### config.mk
export PLATFORM = sky130hd
export DESIGN_NAME = fios_final_sub
export DESIGN_NICKNAME = d
export VERILOG_FILES = /design/src/rtl/fios_pkg.sv /design/src/rtl/fios_word_sub.sv /design/src/rtl/fios_final_sub.sv
export SDC_FILE = /design/constraint.sdc
export NUM_CORES = 1
export LEC_CHECK = 0
export CORE_MARGIN = 4
export CORE_UTILIZATION = 50
export DETAILED_ROUTE_END_ITERATION = 8
export PLACE_DENSITY = 0.77
export SYNTH_ARGS = -nofsm -noshare
export SYNTH_HDL_FRONTEND = slang
export SYNTH_SLANG_ARGS = --single-unit
export TNS_END_PERCENT = 10
### constraint.sdc
create_clock -name clock_i -period 8.7 [get_ports clock_i]
set_input_delay 1.305 -clock clock_i [delete_from_list [all_inputs] [get_ports clock_i]]
set_output_delay 1.305 -clock clock_i [all_outputs]
set_load 0.01 [all_outputs]
### src/rtl/fios_pkg.sv
// Shared definitions for the FIOS final conditional-subtraction stage.
package fios_pkg;

  localparam int WORD_W = 17;

  typedef logic [WORD_W-1:0] word_t;

  typedef enum logic [1:0] {
    ST_IDLE    = 2'd0,
    ST_COLLECT = 2'd1,
    ST_SELECT  = 2'd2,
    ST_OUTPUT  = 2'd3
  } fios_final_sub_state_t;

endpackage

### src/rtl/fios_word_sub.sv
// One word of the multi-word subtraction T - p, with borrow chained word to word.
module fios_word_sub
  import fios_pkg::*;
(
  input  logic [WORD_W-1:0] t_i,
  input  logic [WORD_W-1:0] p_i,
  input  logic              b_i,
  output logic [WORD_W-1:0] d_o,
  output logic              b_o
);

  logic [WORD_W:0] diff_ext;

  // The extra top bit goes to one exactly when T < p + b_in.
  always_comb begin
    diff_ext = {1'b0, t_i} - {1'b0, p_i} - {{WORD_W{1'b0}}, b_i};
    d_o      = diff_ext[WORD_W-1:0];
    b_o      = diff_ext[WORD_W];
  end

endmodule

### src/rtl/fios_final_sub.sv
// Final Montgomery correction: buffers T and T-p word by word, then streams out
// whichever of the two is the reduced result once the final borrow is known.
module fios_final_sub
  import fios_pkg::*;
#(
  parameter int S = 8
) (
  input  logic              clock_i,
  input  logic              reset_i,
  input  logic              res_valid_i,
  input  logic [WORD_W-1:0] res_i,
  input  logic [WORD_W-1:0] p_i,
  output logic              out_valid_o,
  input  logic              out_ready_i,
  output logic [WORD_W-1:0] out_o,
  output logic              out_last_o,
  output logic              busy_o,
  output logic              overrun_o
);

  localparam int CNT_W = $clog2(S);
  localparam logic [CNT_W-1:0] LAST_IDX = CNT_W'(S - 1);
  localparam logic [CNT_W-1:0] ONE      = CNT_W'(1);

  fios_final_sub_state_t state_q, state_d;
  logic [CNT_W-1:0]      k_q, k_d;
  logic [CNT_W-1:0]      j_q, j_d;
  logic                  borrow_q, borrow_d;
  logic                  sel_q, sel_d;
  logic                  overrun_q, overrun_d;

  word_t t_mem_q [S];
  word_t d_mem_q [S];

  logic             word_we;
  logic [CNT_W-1:0] wr_idx;
  logic             b_in;
  word_t            diff;
  logic             b_out;

  fios_word_sub u_word_sub (
    .t_i (res_i),
    .p_i (p_i),
    .b_i (b_in),
    .d_o (diff),
    .b_o (b_out)
  );

  always_comb begin
    state_d   = state_q;
    k_d       = k_q;
    j_d       = j_q;
    borrow_d  = borrow_q;
    sel_d     = sel_q;
    overrun_d = overrun_q;
    word_we   = 1'b0;
    wr_idx    = k_q;
    b_in      = borrow_q;

    case (state_q)
      ST_IDLE: begin
        // Word 0 always starts the borrow chain from zero.
        wr_idx = '0;
        b_in   = 1'b0;
        if (res_valid_i) begin
          word_we  = 1'b1;
          borrow_d = b_out;
          k_d      = ONE;
          state_d  = ST_COLLECT;
        end
      end

      ST_COLLECT: begin
        if (res_valid_i) begin
          word_we  = 1'b1;
          borrow_d = b_out;
          if (k_q == LAST_IDX) begin
            k_d     = '0;
            state_d = ST_SELECT;
          end else begin
            k_d = k_q + ONE;
          end
        end
      end

      ST_SELECT: begin
        sel_d   = ~borrow_q;
        j_d     = '0;
        state_d = ST_OUTPUT;
        if (res_valid_i) overrun_d = 1'b1;
      end

      ST_OUTPUT: begin
        if (res_valid_i) overrun_d = 1'b1;
        if (out_ready_i) begin
          if (j_q == LAST_IDX) begin
            j_d     = '0;
            state_d = ST_IDLE;
          end else begin
            j_d = j_q + ONE;
          end
        end
      end

      default: state_d = ST_IDLE;
    endcase
  end

  always_ff @(posedge clock_i) begin
    if (reset_i) begin
      state_q   <= ST_IDLE;
      k_q       <= '0;
      j_q       <= '0;
      borrow_q  <= 1'b0;
      sel_q     <= 1'b0;
      overrun_q <= 1'b0;
    end else begin
      state_q   <= state_d;
      k_q       <= k_d;
      j_q       <= j_d;
      borrow_q  <= borrow_d;
      sel_q     <= sel_d;
      overrun_q <= overrun_d;
    end
  end

  // Buffers carry no reset; a discarded operand is simply overwritten later.
  always_ff @(posedge clock_i) begin
    if (word_we && !reset_i) begin
      t_mem_q[wr_idx] <= res_i;
      d_mem_q[wr_idx] <= diff;
    end
  end

  always_comb begin
    out_valid_o = (state_q == ST_OUTPUT);
    out_last_o  = out_valid_o && (j_q == LAST_IDX);
    busy_o      = (state_q == ST_SELECT) || (state_q == ST_OUTPUT);
    overrun_o   = overrun_q;
    out_o       = '0;
    if (out_valid_o) out_o = sel_q ? d_mem_q[j_q] : t_mem_q[j_q];
  end

endmodule

### Word-level counts from Yosys, hierarchy flattened

Memory sizes are Yosys's and may differ from the RTL's. A register that Yosys moved wholly into a read port is not among the register bits.
Index checks and enable logic that the tools add are counted.

| word-level totals | value |
|---|---|
| flip-flop bits (word level) | 11 |
| memory bits (writable) | 272 |
| output and inout bits | 21 |
| word-level logic and storage cells | 62 |
| memories kept | 2 |

Memories:

| memory | words | width | rd ports | clocked after memory_dff | write ports | RTL line | source |
|---|---|---|---|---|---|---|---|
| d_mem_q | 8 | 17 | 1 | 1 | 1 | fios_final_sub.sv:33 | `word_t d_mem_q [S];` |
| t_mem_q | 8 | 17 | 1 | 1 | 1 | fios_final_sub.sv:32 | `word_t t_mem_q [S];` |

| operators by class | value |
|---|---|
| add/subtract/negate cells | 4 |
| equal/unequal tests | 10 |
| mux-type cells | 25 |
| bitwise logic cells | 1 |
| reductions and logical operators | 14 |

Operators with widths:

| cell | number |
|---|---|
| two-way mux 17 bit | 2 |
| two-way mux 3 bit | 10 |
| subtractor 17 x 17 -> 18 bit | 1 |
| subtractor 18 x 1 -> 18 bit | 1 |
| one-hot mux 3 bit (2 select lines) | 2 |
| two-way mux 2 bit | 5 |
| one-hot mux 2 bit (4 select lines) | 1 |
| adder 3 x 1 -> 3 bit (second input constant) | 2 |
| equality test 3 bit (second input constant) | 2 |
| != test 2 bit (second input constant) | 3 |
| AND reduction 2 bit | 3 |
| two-way mux 1 bit | 5 |
| AND reduction 5 bit | 1 |
| equality test 2 bit (second input constant) | 2 |
| != test 2 x 1 -> 1 bit (second input constant) | 2 |
| nonzero test 2 bit | 2 |
| OR reduction 2 bit | 2 |
| AND reduction 3 bit | 1 |
| equality test 2 x 1 -> 1 bit (second input constant) | 1 |
| logical AND 1 bit | 2 |
| zero test 2 bit | 1 |
| zero test 1 bit | 1 |
| logical OR 1 bit | 1 |
| inverter 1 bit | 1 |

### Depth between registers and ports, before layout

| depth | value |
|---|---|
| word-level depth | 6 |
| mapped depth | 13 |
| gate-level depth less buffers | 12 |

### By module

A second synthesis with hierarchy kept.

| unflattened totals | value |
|---|---|
| cells, all modules | 794 |
| area, all modules | 12483.2 sq um |

By module, submodules not included:

| module | instances | cells an instance | area an instance (sq um) | seq. area each (sq um) |
|---|---|---|---|---|
| fios_final_sub | 1 | 622 | 11242.0 | 8448.1 |
| fios_word_sub | 1 | 172 | 1241.2 | 0.0 |

### Worst setup path before layout

No wires, ideal clock.

| path | value |
|---|---|
| path type | input to register |
| from | input port res_valid_i |
| to | memory d_mem_q[4][0] (netlist bit) (enable) |
| library setup time | 0.510 ns |
| arrival | 5.257 ns |
| required time | 8.190 ns |
| setup slack | 2.933 ns |
| cell stages on the path | 5 |
| path buffers | 1 |
| cells stage by stage | clkbuf_1 o21ai_1 nor2_1 nand2_1 nor4_1 |

| between the ends | value |
|---|---|
| word-level cells in the longest chain between the ends | 5 |

RTL lines:

| element | RTL line | source |
|---|---|---|
| from (decl) | fios_final_sub.sv:10 | `input logic res_valid_i,` |
| two-way mux 1 bit | fios_final_sub.sv:65, fios_final_sub.sv:74 |  |
| two-way mux 1 bit | - |  |
| logical AND 1 bit | fios_final_sub.sv:129 | `if (word_we && !reset_i) begin` |
| two-way mux 1 bit | fios_final_sub.sv:129 |  |
| two-way mux 1 bit (implied by the code) | fios_final_sub.sv:131 | `d_mem_q[wr_idx] <= diff;` |
| to (decl) | fios_final_sub.sv:33 |  |

No other way between the ends.

==> summary.txt <==
Outcome
  • Status: finished clean

Floorplanning
  • Die X-Extent: 164.0 um
  • Core area: 23680 sq um
  • Site Rows: 56
  • Die Footprint: 26910 sq um
  • I/O pins: 59
  • Starting density of the core: 51.41%
  • Die height: 164.0 um

Synthesis
  • Top cells by area, synth: edfxtp_1, mux4_2, ha_1
  • Warnings, synthesis: 0
  • Register area share after synthesis: 69.39%
  • Cell Area, Synth: 12180 sq um
  • Synth cell types: 43
  • Synth Register Bits: 286
  • Syn_area_per_cell: 18.73 sq um
  • Ys flop type: edfxtp_1
  • Mapped Cells: 650
  • Post-synth top area share: 67.08%
  • EDFF count, synth: 272
  • Syn nets: 728
  • Yosys top cell by area: edfxtp_1
  • Ys async rst share: 0%

Worst setup path
  • Crit. End Element: output port
  • Crit Path Category: reg -> out
  • Startpoint types: flop
  • CP Max Fanout: 38
  • Arr. time, crit path: 3830 ps
  • Critical Path RT: 7390 ps

Placement
  • PortBufs: 58
  • DP HPWL: 14020 um
  • RD Place Congestion: 0.7455
  • Number of instances in the placed design: 1011

Power and ir drop
  • Maximum vdd drop: 0.0001372 V
  • PD cells: 236.2 nW/um^2
  • Leak pwr: 4.618 nW

Route
  • Final ANT Viol Nets: 0
  • 1st-iter DRT viols: 509
  • DR WL/cell: 23.13 um
  • Via Count: 6221
  • Via density: 5.869
  • Drt pass-1 iters: 5
  • Total wire length: 24520 um
  • # DRC: 0

Clock network
  • Root Driver: clkbuf_16
  • Worst skew pair latency: 530 ps
  • Clock-pin transition on the worst setup and hold timing paths: 60 ps
  • TritonCTS Buffers: 29
  • Clock sinks: 286
  • Post-CTS Setup Inserts: 0
  • Hold Buf Count CTS: 0
  • CTS tree: done
  • Clock Tree Buf Depth: 3
  • H-tree levels: 1
  • Post-CTS Resized: 0

Timing
  • Max-Slew Margin vs Limit: 24.11%
  • Post-route setup TNS: 0 ps
  • Hold Vio Cnt, Final: 0
  • RSZ-0062 raised after global routing: no
  • Period minus WS final: 5131 ps
  • Final Setup Violations: 0
  • Fin. max-slew vios: 0
  • Worst-margin pin slew: 1138 ps
  • Clock Skew: 13.10 ps
  • Fin crit share: 58.97%
  • Achievable Freq: 0.1949 GHz

Global routing
  • Total gr overflow: 0
  • Pin count of the biggest net entering global routing: 69
  • First-pass GRT wire length: 38500 um
  • Global router's overall resource usage: 18.90%
  • Initial antenna violation count: 1
  • Vias in the first global route: 6764

Cells and area
  • Ant diodes: 0
  • Filler cell count: 1779
  • Layout cells sized above 1: 19.97%
  • Area occupied by registers: 8453 sq um
  • Layout Cells excl Fill: 1060
  • Area growth, synth to finish: 15.20%
  • Multi-input gate area in the final layout: 3390 sq um
  • Fin nets: 801

Hold path
  • HP Class: reg -> reg

Run
  • Max Cap Violations: 0
area by class of cell:
cell class / instances / share of cell area [%]
Clock buffer: 34 / 5.308
Tap cell: 319 / 2.846
Timing Repair Buffer: 70 / 4.781
Inverter: 59 / 1.579
Sequential cell: 286 / 60.27
Multi-Input combinational cell: 277 / 24.17
Clock inverter: 15 / 1.053
metal layers:
layer	part of all wire, %	GRT usage (%)	up-vias
li1	-	-	2719
met1	41	26.03	3248
met2	51	32.58	219
met3	6.6	2.710	35
met4	1.6	4.117	0
met5	0	0	-
synthesized netlist by cell type, drive strengths merged (2+ instances only):
library cell / n
edfxtp: 272
mux4: 85
inv: 59
ha: 38
nor2: 28
and2: 19
clkbuf: 16
nand2: 16
a21oi: 15
dfxtp: 14
buf: 12
o21ai: 11
xnor2: 11
o21a: 6
a32oi: 5
a21o: 3
nand3b: 3
nor3: 3
xor2: 3
a211o: 2
a211oi: 2
a22oi: 2
and3: 2
fa: 2
mux2i: 2
nand2b: 2
nand3: 2
nor4: 2
o211ai: 2
o311a: 2
placed cells by master, fill, tap and decap left out, types with 3 or more instances in the layout:
master	instances
edfxtp_1	272
mux4_2	85
inv_1	59
clkdlybuf4s50_1	58
ha_1	38
clkbuf_16	29
nor2_1	25
and2_1	19
nand2_1	16
a21oi_1	15
dfxtp_1	12
buf_4	12
xnor2_1	11
o21ai_0	10
clkinv_1	7
o21a_1	5
a32oi_1	5
clkbuf_1	5
clkinv_2	4
a21o_1	3
nand3b_1	3
xor2_1	3
nor3_1	3
nor2_4	3
bufinv_16	3
critical path, stage by stage (launching register included):
cell             delay, ps
dfxtp_4                770
buf_4                  710
mux4_2                 580
mux4_2                 470
and2_1                 190
clkdlybuf4s50_1        490
registers in the layout, summed over array words and instances (netlist names), named ones only:
register and count:
t_mem_q 136, j_q 3, d_mem_q 136, borrow_q 1
sel_q 1, state_q 2, k_q 3, overrun_o 1
metrics by stage:
step	total power [W]	hold slack [ps]	worst slack [ps]	util, %	instance area [sq um]
after floorplan	0.001995	484.8	2933	-	12180
after global placement	0.002128	453.8	4104	55.46	13130
after detailed placement	0.002156	459.1	3985	55.46	13130
after CTS	0.003339	477.8	3473	59.22	14030
after global routing	0.003447	492.3	3296	59.22	14030
final	0.003313	474.3	3569	59.22	14030
worst paths after layout:
kind	start	endpoint	slack, ps	cells past startpoint
setup / recovery	flop	out_o[16]	3570	5
hold / removal	overrun_o	overrun_o	470	2
setup reg to reg	state_q[0]	d_mem_q[3][14]	4870	12
hold reg to reg	overrun_o	overrun_o	470	2
kinds of logic after synthesis:
logic type               Yosys count  synth area share [%]
adder cells (fa/ha/maj)           40                 4.234
buffers and inverters             87                 3.093
AND/OR/NAND/NOR                   79                 3.134
AO/OA/AOI/OAI                     56                 3.165
flip-flops                       286                 69.39
multiplexers                      88                 15.98
XOR/XNOR                          14                 1.007
where the power goes:
| group | switching (W) | total, W | internal [W] |
|---|---|---|---|
| combinational | 0.000267 | 0.000479 | 0.000212 |
| clock | 0.000490 | 0.00118 | 0.000694 |
| sequential | 0.0000286 | 0.00165 | 0.00162 |
No activity file was read; power rests on OpenSTA's default activity.
